--- config.mk ---
export PLATFORM = sky130hd
export DESIGN_NAME = uart_msg_tx
export DESIGN_NICKNAME = d
export VERILOG_FILES = /design/src/rtl/uart_msg_tx.sv
export SDC_FILE = /design/constraint.sdc
export NUM_CORES = 1
export LEC_CHECK = 0
export CAP_MARGIN = 15
export CORE_ASPECT_RATIO = 0.5
export CORE_UTILIZATION = 40
export CTS_CLUSTER_DIAMETER = 30
export DETAILED_ROUTE_END_ITERATION = 16
export DONT_BUFFER_PORTS = 1
export PLACE_DENSITY = 0.65
export SETUP_SLACK_MARGIN = 0.15
export SYNTH_ARGS = -nofsm -noshare
export SYNTH_HDL_FRONTEND = slang
export SYNTH_SLANG_ARGS = --single-unit
--- constraint.sdc ---
create_clock -name clk -period 2.32 [get_ports clk]
set_input_delay 0.58 -clock clk [delete_from_list [all_inputs] [get_ports clk]]
set_output_delay 0.58 -clock clk [all_outputs]
set_load 0.03 [all_outputs]
--- src/rtl/uart_msg_tx.sv ---
// uart_msg_tx: sends a message of len bytes read from a message memory as
// back-to-back 8N1 UART frames, then pulses done.
module uart_msg_tx #(
  parameter int unsigned CLKS_PER_BIT = 434
) (
  input  logic       clk,
  input  logic       reset,
  input  logic       start,
  input  logic [2:0] sel,
  input  logic [5:0] len,
  output logic [7:0] mem_addr,
  input  logic [7:0] mem_data,
  output logic       tx,
  output logic       busy,
  output logic       done
);

  localparam int unsigned BAUD_W = (CLKS_PER_BIT > 1) ? $clog2(CLKS_PER_BIT) : 1;
  localparam logic [BAUD_W-1:0] BAUD_LAST = BAUD_W'(CLKS_PER_BIT - 1);
  localparam logic [5:0] MAX_LEN = 6'd32;

  typedef enum logic [2:0] {
    IDLE,
    FETCH,
    LOAD,
    START_BIT,
    DATA,
    STOP,
    NEXT,
    FINISH
  } state_t;

  state_t            state_q, state_d;
  logic [2:0]        sel_q, sel_d;
  logic [5:0]        len_q, len_d;
  logic [4:0]        idx_q, idx_d;
  logic [2:0]        bit_q, bit_d;
  logic [BAUD_W-1:0] baud_q, baud_d;
  logic [7:0]        shift_q, shift_d;
  logic [7:0]        mem_addr_d;
  logic              tx_d, busy_d, done_d;
  logic              baud_last;

  assign baud_last = (baud_q == BAUD_LAST);

  // State, datapath and registered outputs; outputs are decoded from the
  // next state so they line up with the state they belong to.
  always_ff @(posedge clk) begin
    if (reset) begin
      state_q  <= IDLE;
      sel_q    <= '0;
      len_q    <= '0;
      idx_q    <= '0;
      bit_q    <= '0;
      baud_q   <= '0;
      shift_q  <= '0;
      mem_addr <= '0;
      tx       <= 1'b1;
      busy     <= 1'b0;
      done     <= 1'b0;
    end else begin
      state_q  <= state_d;
      sel_q    <= sel_d;
      len_q    <= len_d;
      idx_q    <= idx_d;
      bit_q    <= bit_d;
      baud_q   <= baud_d;
      shift_q  <= shift_d;
      mem_addr <= mem_addr_d;
      tx       <= tx_d;
      busy     <= busy_d;
      done     <= done_d;
    end
  end

  // Next-state, datapath updates and next output values.
  always_comb begin
    state_d    = state_q;
    sel_d      = sel_q;
    len_d      = len_q;
    idx_d      = idx_q;
    bit_d      = bit_q;
    baud_d     = baud_q;
    shift_d    = shift_q;
    mem_addr_d = mem_addr;
    tx_d       = 1'b1;
    busy_d     = 1'b1;
    done_d     = 1'b0;

    case (state_q)
      IDLE: begin
        if (start) begin
          sel_d   = sel;
          len_d   = (len > MAX_LEN) ? MAX_LEN : len;
          idx_d   = '0;
          bit_d   = '0;
          baud_d  = '0;
          state_d = (len == 6'd0) ? FINISH : FETCH;
        end
      end
      FETCH: begin
        state_d = LOAD;
      end
      LOAD: begin
        shift_d = mem_data;
        baud_d  = '0;
        state_d = START_BIT;
      end
      START_BIT: begin
        if (baud_last) begin
          baud_d  = '0;
          bit_d   = '0;
          state_d = DATA;
        end else begin
          baud_d = baud_q + BAUD_W'(1);
        end
      end
      DATA: begin
        if (baud_last) begin
          baud_d  = '0;
          shift_d = {1'b0, shift_q[7:1]};
          bit_d   = bit_q + 3'd1;
          if (bit_q == 3'd7) begin
            state_d = STOP;
          end
        end else begin
          baud_d = baud_q + BAUD_W'(1);
        end
      end
      STOP: begin
        if (baud_last) begin
          baud_d  = '0;
          state_d = NEXT;
        end else begin
          baud_d = baud_q + BAUD_W'(1);
        end
      end
      NEXT: begin
        if (({1'b0, idx_q} + 6'd1) < len_q) begin
          idx_d   = idx_q + 5'd1;
          state_d = FETCH;
        end else begin
          state_d = FINISH;
        end
      end
      FINISH: begin
        state_d = IDLE;
      end
      default: begin
        state_d = IDLE;
      end
    endcase

    if (state_d == FETCH) begin
      mem_addr_d = {sel_d, idx_d};
    end
    case (state_d)
      START_BIT: tx_d = 1'b0;
      DATA:      tx_d = shift_d[0];
      default:   tx_d = 1'b1;
    endcase
    busy_d = (state_d != IDLE);
    done_d = (state_d == FINISH);
  end

endmodule

==> summary.txt, run 1 <==
Outcome
  – Status: completed

Pwr
  – Combinational group share of total power: 12.6%
  – Max VDD drop: 0.317 mV
  – Pwr Total: 1.84 mW
  – Power density over the cells: 660 nW/um^2
  – Lkg Pwr: 1.03 nW
  – Switch Pwr: 0.481 mW
  – Sequential power share: 49.5%
  – Int Pwr: approximately 1.4 mW
  – Net Sw Frac: a little over a quarter
  – Clk pwr share: a little under two fifths

Detailed routing
  – Vias per Instance: around 5.5
  – Antenna Nets Post-Route: 0
  – Drt wl/cell: 14.3 um
  – Drt pass-1 iters: 4
  – Drt total wl: 5.11 mm
  – Vias: 1964
  – 1st-iter DRT viols: 105
  – Remaining DRCs: 0

Finish
  – Non-Filler Instances: between 300 and 400
  – Layout cells sized above 1: 18.4%
  – Util after Layout: 50.0%
  – Final layout net count: ~310
  – Final Cell Area: 2780 um^2
  – FF/Latch Area: 968 um^2
  – N_diodes: 0
  – Synthesis-to-layout area growth: 18.6%
  – FILL cells: 523
  – Multi-input logic area: 1430 um^2

Yosys
  – Main combinational cell family by area after synthesis: simple AND/OR/NAND/NOR gates
  – Syn nets: 302
  – XOR/XNOR share of the synthesized area: 4.11%
  – Syn Inst Count: 272
  – Simple-Gate Fraction of Synth Area: around 25%
  – Distinct cells, synth: 44
  – Ys async rst share: 0%
  – Multiplexer share of the synthesized area: 2.14%
  – Main flop type after synthesis: dfxtp_1
  – Number of synthesized flops with an enable pin: 0
  – Sequential-to-total area share from yosys stat: between 40% and 50%
  – Compound-cell area share of the yosys netlist: between 10% and 20%
  – Post-Synth Adder-Cell Area: 5.34%
  – Flops & latches, synth: between 40 and 50
  – Post-Syn Area per Cell: about 8.6 um^2
  – Syn Std Cell Area: 2340 um^2
  – YS warnings: 0

Floorplan
  – Site Rows: 19
  – Starting Density: 42.1%
  – Die ar.: 6190 um^2
  – Die width: about 110 um
  – Core area: 5560 um^2
  – Vertical die dimension: 56.1 um
  – I/O Pins: 31

Place
  – RePlAce Congestion: 0.800
  – Dpl hpwl: roughly 3.4 mm
  – Pre-CTS setup slack: -74.6 ps
  – Post-Place Cells: roughly 350
  – Cell Area, Placed: 2490 um^2
  – Port bufs: 0

CTS
  – Clock Latency Late Sink: around 290 ps
  – Hold Buf Count CTS: 0
  – Clock-pin transition on the worst setup and hold timing paths: 60 ps
  – CTS Root Buffer Type: clkbuf_16
  – TritonCTS clock tree: built
  – Maximum clock insertion buffer count: 2
  – CTS Buf Count: 5
  – CTS HTree Levels: 2
  – CTS sink cnt: 48

Setup path
  – Critical Path AT: 2460 ps
  – Reg2reg end: mem_addr[6]
  – Worst path max stage delay: 420 ps
  – Crit path cell chain: ha_4 -> nand3_4 -> xnor2_4 -> ha_4 -> and4_1 -> o21ai_2 -> nand4_1 -> a211o_4 -> mux2i_1 -> nor2_1
  – Reg2reg setup slack: between 30 and 40 ps
  – FF-to-FF Start: idx_q[0]
  – Crit-path max FO: 5
  – Slowest stage cell, crit path: a211o_4
  – Most frequent CP cell: ha_4
  – Bufs and invs on worst path: 0
  – Setup CP Type: register to register
  – CP required: 2490 ps
  – Cell count of the worst reg-to-reg path: 10
  – CP Capture Type: register
  – CP top delay family: simple AND/OR/NAND/NOR gates
  – CP Launch Type: register

Hold path
  – Hold_sp: reset
  – HP Class: input pin to register
  – Hold depth: 1
  – Hold EP: len_q[4]

Global routing
  – Total gr overflow: 0
  – First-pass GRT wire length: between 8 and 9 mm
  – Vias in the first global route: approximately 1900
  – Total track usage: 17.7%
  – Initial antenna violation count: 0
  – Largest net degree at the start of global routing: 41

Timing
  – Setup slack after layout: 37.2 ps
  – WHS: 357 ps
  – Post-Route Skew: 6.47 ps
  – Final Hold Fails: 0
  – Relative slew slack: 69.8%
  – RSZ-0062 raised after global routing: true
  – Fin crit share: a little over nine tenths
  – Max Clk Rate: 438 MHz
  – Setup violations, final: 0
  – Final Slew Violations: 0
  – Slew @ Worst Pin: 453 ps
  – Setup tns final: 0 ps
  – Minimum clock period: 2280 ps

Run
  – Max cap viols: 0
cell type report:
type,count,area share (%)
Multi-Input combinational cell,202,51.5
Sequential cell,48,34.8
Clock buffer,7,4.77
Timing Repair Buffer,14,3.92
Tap cell,73,3.29
Inverter,11,1.49
Clock inverter,1,0.180
cell families after synthesis:
| group | Yosys count |
|---|---|
| buffers and inverters | 23 |
| and+or+nand+nor | 110 |
| AOI/OAI and AO/OA | 65 |
| adders and majority gates | 10 |
| muxes | 5 |
| DFF | 48 |
| xor gates and xnor gates | 11 |
power groups by stage:
| stage | Clock (mW) | Combinational, mW | Sequential [mW] |
|---|---|---|---|
| 2_1_floorplan | 0 | 0.183 | 0.912 |
| 3_3_place_gp | 0 | 0.200 | 0.925 |
| 3_5_place_dp | 0 | 0.204 | 0.927 |
| 4_1_cts | 0.705 | 0.221 | 0.908 |
| 5_1_grt | 0.747 | 0.256 | 0.913 |
| 6_report | 0.696 | 0.232 | 0.908 |
sequential cells by signal, indices dropped and copies added (netlist names), 3 cells and up:
| name | flops |
|---|---|
| baud_q | 9 |
| bit_q | 3 |
| idx_q | 5 |
| len_q | 6 |
| mem_addr | 8 |
| sel_q | 3 |
| shift_q | 8 |
| state_q | 3 |
how the worst max path moves through the flow:
stage | depth (start not counted) | from | slack (ps) | endpoint
final | 10 | idx_q[0] | 40 | mem_addr[6]
after detailed placement | 10 | idx_q[1] | -70 | mem_addr[0]
after CTS | 10 | idx_q[0] | 50 | mem_addr[0]
after global placement | 9 | idx_q[1] | -20 | mem_addr[3]
after floorplan | 10 | idx_q[0] | 150 | mem_addr[3]
after global routing | 10 | idx_q[0] | -100 | mem_addr[6]
metal layers:
metal	wire length (um)	part of all wire [%]	GRT usage [%]	vias up
met5	0	0	0	-
li1	-	-	-	976
met3	175	3.4	4.45	12
met4	93	1.8	7.71	0
met2	2490	49	28.1	24
met1	2340	46	22.7	952
layout by cell type (no fill, tap or decap), drive strengths merged, types with 3 or more instances in the layout:
cell type / instances
dfxtp: 48
nand2: 41
nor2: 32
a21oi: 31
buf: 14
inv: 11
a22oi: 10
ha: 10
nand3: 8
clkbuf: 7
nand3b: 6
xnor2: 6
o21ai: 5
xor2: 5
mux2i: 5
a21o: 3
nor3: 3
and4: 3
nand2b: 3
what timing repair did:
item	4_1_cts	5_1_grt
setup endpoints to repair	15	16
gates cloned	1	0
resized for setup	9	15
hold endpoints to repair	0	0
pin swaps	6	1
buffers inserted	2	0
synthesized netlist by cell type (2+ instances only):
cell | instances | share of area, %
a211oi_1 | 2 | 0.64
a21o_1 | 3 | 0.96
a21oi_1 | 31 | 6.6
a22oi_1 | 10 | 3.2
a31oi_1 | 2 | 0.53
and2_1 | 2 | 0.53
and3_1 | 2 | 0.53
and4_1 | 3 | 1.1
buf_2 | 5 | 1.1
clkbuf_1 | 6 | 0.96
dfxtp_1 | 48 | 41
ha_1 | 10 | 5.3
inv_1 | 11 | 1.8
mux2i_1 | 5 | 2.1
nand2_1 | 41 | 6.6
nand2b_1 | 2 | 0.53
nand3_1 | 8 | 1.7
nand3b_1 | 6 | 1.9
nand4_1 | 2 | 0.53
nor2_1 | 32 | 5.1
nor3_2 | 2 | 0.85
nor3b_1 | 2 | 0.64
nor4_1 | 2 | 0.53
o21a_1 | 2 | 0.64
o21ai_0 | 5 | 1.1
xnor2_1 | 6 | 2.2
xor2_1 | 5 | 1.9
Note: power is estimated with default switching activity, not from simulation.
==> inputs of run 2 (changes only) <==
GPL_ROUTABILITY_DRIVEN = 0   (was default)
==> results of run 2 <==
Final layout, timing and power as in run 1 (identical DEF).
==> inputs of run 3 (changes only) <==
CORE_UTILIZATION = 50   (was 40)
PLACE_DENSITY = 0.77   (was 0.65)
==> run 3 against run 2 <==
  * Combinational power about the same
  * Sequential power about the same
  * Design area decreased by 5.7%
  * Sequential cell count unchanged
  * Sequential share of layout area increased by 2.1 points
  * Setup slack improved by 36 ps
  * Routed wire length decreased by 6.6%
  * Hold slack got worse by 24 ps
  * Largest cell class unchanged
  * Highest routed layer unchanged
==> summary.txt, run 3 (synthesis results as in run 1) <==
Outcome
  – Status: completed

Timing
  – Minimum clock period: 2250 ps (-35.7 ps)
  – Final Slew Violations: 0 (unchanged)
  – Final Hold Fails: 0 (unchanged)
  – Relative slew slack: 70.8% (+1.0 points)
  – Fin crit share: 96.9% (-1.5 points)
  – RSZ-0062 raised after global routing: true
  – Setup tns final: 0 ps (unchanged)
  – Slew @ Worst Pin: 435 ps (-17.3 ps)
  – Max Clk Rate: 445 MHz (+1.6%)
  – Post-Route Skew: 11.2 ps (+4.71 ps)
  – Setup violations, final: 0 (unchanged)

Place
  – Post-Place Cells: 326 (-5.5%)
  – Port bufs: 0 (unchanged)
  – Cell Area, Placed: 2450 um^2 (-1.7%)
  – Dpl hpwl: 3.28 mm (-2.9%)

Finish
  – FILL cells: 354 (-32%)
  – Final Cell Area: 2620 um^2 (-5.7%)
  – Largest regs: baud_q (9), mem_addr (8), shift_q (8)
  – Final layout net count: 307 (-1.6%)
  – Commonest non-fill, non-tap cell in the layout: dfxtp_1
  – Non-Filler Instances: 335 (-5.9%)
  – Most frequent cells in the layout: 44 x dfxtp_1, 41 x nand2_1, 32 x nor2_1
  – Synthesis-to-layout area growth: 11.9%
  – Top reg by flops: baud_q
  – Layout cells sized above 1: 16.5% (-1.8 points)
  – Max FFs per register: 9 (unchanged)
  – N_diodes: 0 (unchanged)

Setup path
  – Reg2reg end: mem_addr[7]
  – FF-to-FF Start: idx_q[0]
  – Setup CP Type: register to register
  – CP required: 2570 ps (+80 ps)
  – CP Launch Type: register
  – Crit-path max FO: 5 (unchanged)
  – Critical Path AT: 2500 ps (+40 ps)
  – Cell count of the worst reg-to-reg path: 10 (unchanged)
  – Reg2reg setup slack: 70 ps (+40 ps)
  – CP Capture Type: register

CTS
  – CTS HTree Levels: 2 (unchanged)
  – CTS Root Buffer Type: clkbuf_8
  – # Post-CTS Setup Buffers: 0 (-2)
  – CTS Buf Count: 5 (unchanged)
  – Clock Latency Late Sink: 310 ps (+20 ps)
  – CTS sink cnt: 48 (unchanged)
  – Clock-pin transition on the worst setup and hold timing paths: 100 ps (+40 ps)
  – Maximum clock insertion buffer count: 2 (unchanged)
  – TritonCTS clock tree: built

Detailed routing
  – Drt pass-1 iters: 4 (unchanged)
  – Remaining DRCs: 0 (unchanged)
  – Vias: 1909 (-2.8%)
  – 1st-iter DRT viols: 125 (+19%)
  – Vias per Instance: 5.70 (+3.3%)
  – Antenna Nets Post-Route: 0 (unchanged)
  – Drt total wl: 4.77 mm (-6.6%)
  – Drt wl/cell: 14.2 um (-0.79%)

Floorplan
  – Die width: 98.8 um (-10%)
  – Vertical die dimension: 50.4 um (-10%)
  – Die ar.: 4980 um^2 (-19%)
  – I/O Pins: 31 (unchanged)
  – Site Rows: 17 (-2)
  – Starting Density: 52.7% (+11 points)
  – Core area: 4450 um^2 (-20%)

Global routing
  – Total gr overflow: 0 (unchanged)
  – Vias in the first global route: 1751 (-7.1%)
  – Total track usage: 20.3% (+2.6 points)
  – Largest net degree at the start of global routing: 41 (unchanged)
  – First-pass GRT wire length: 7.95 mm (-7.7%)
  – Initial antenna violation count: 0 (unchanged)

Run
  – Max cap viols: 0 (unchanged)

Hold path
  – Hold_sp: reset
  – Hold EP: idx_q[0]
  – Hold depth: 1 (unchanged)
  – HP Class: input pin to register

Pwr
  – Pwr Total: 1.64 mW (-10%)
  – Max VDD drop: 0.348 mV (+9.6%)
  – Lkg Pwr: 0.974 nW (-5.3%)
  – Power density over the cells: 627 nW/um^2 (-5.1%)
## run 3: what timing repair did
action,4_1_cts,5_1_grt
cloned,1,0
hold buffers,0,0
endpoints found under the setup margin,12,18
gates resized for setup,8,9
pin swaps,8,1
## run 3: metrics by stage
step	hold slack, ps	utilization [%]	setup slack (ps)
after floorplan	429	-	154
after global placement	436	55.1	-21.7
after detailed placement	442	55.1	-67.1
after CTS	313	58.2	98.5
after global routing	320	59.0	-38.9
final	332	59.0	72.9
## run 3: cell type report
cell class | instances | area, um^2 | share of cell area [%]
Inverter | 11 | 41.3 | 1.57
Tap cell | 57 | 71.3 | 2.72
Timing Repair Buffer | 9 | 67.6 | 2.58
Clock inverter | 3 | 23.8 | 0.906
Multi-Input combinational cell | 202 | 1380 | 52.7
Clock buffer | 5 | 68.8 | 2.62
Sequential cell | 48 | 968 | 36.9
## run 3: power by group
group	total [mW]	switching (mW)	internal, mW
Clock	0.504	0.291	0.214
Sequential	0.907	0.0487	0.858
Combinational	0.232	0.136	0.0964
## run 3: routing by layer
metal	wire length (um)	up-vias	global-route usage [%]
met5	0	-	0
met4	54	0	6.97
met3	214	6	5.43
met2	2300	32	34.3
met1	2210	909	25.4
li1	-	962	-
## run 3: how the worst max path moves through the flow
stage / startpoint / to / slack [ps] / depth (start not counted)
floorplan: idx_q[0] / mem_addr[3] / 150 / 10
global placement: idx_q[1] / mem_addr[3] / -20 / 9
detailed placement: idx_q[1] / mem_addr[3] / -70 / 9
CTS: idx_q[0] / mem_addr[7] / 100 / 10
global route: idx_q[0] / mem_addr[7] / -40 / 9
finish: idx_q[0] / mem_addr[7] / 70 / 10
## run 3: worst max-delay path: stages, from the launching register on
cell     delay (ps)
dfxtp_4         380
ha_4            150
nand3_2          80
xnor2_2         160
ha_1            280
and4_1          160
o21ai_2          70
nand4_1         200
a211o_4         430
a21o_1          170
a21oi_1         100
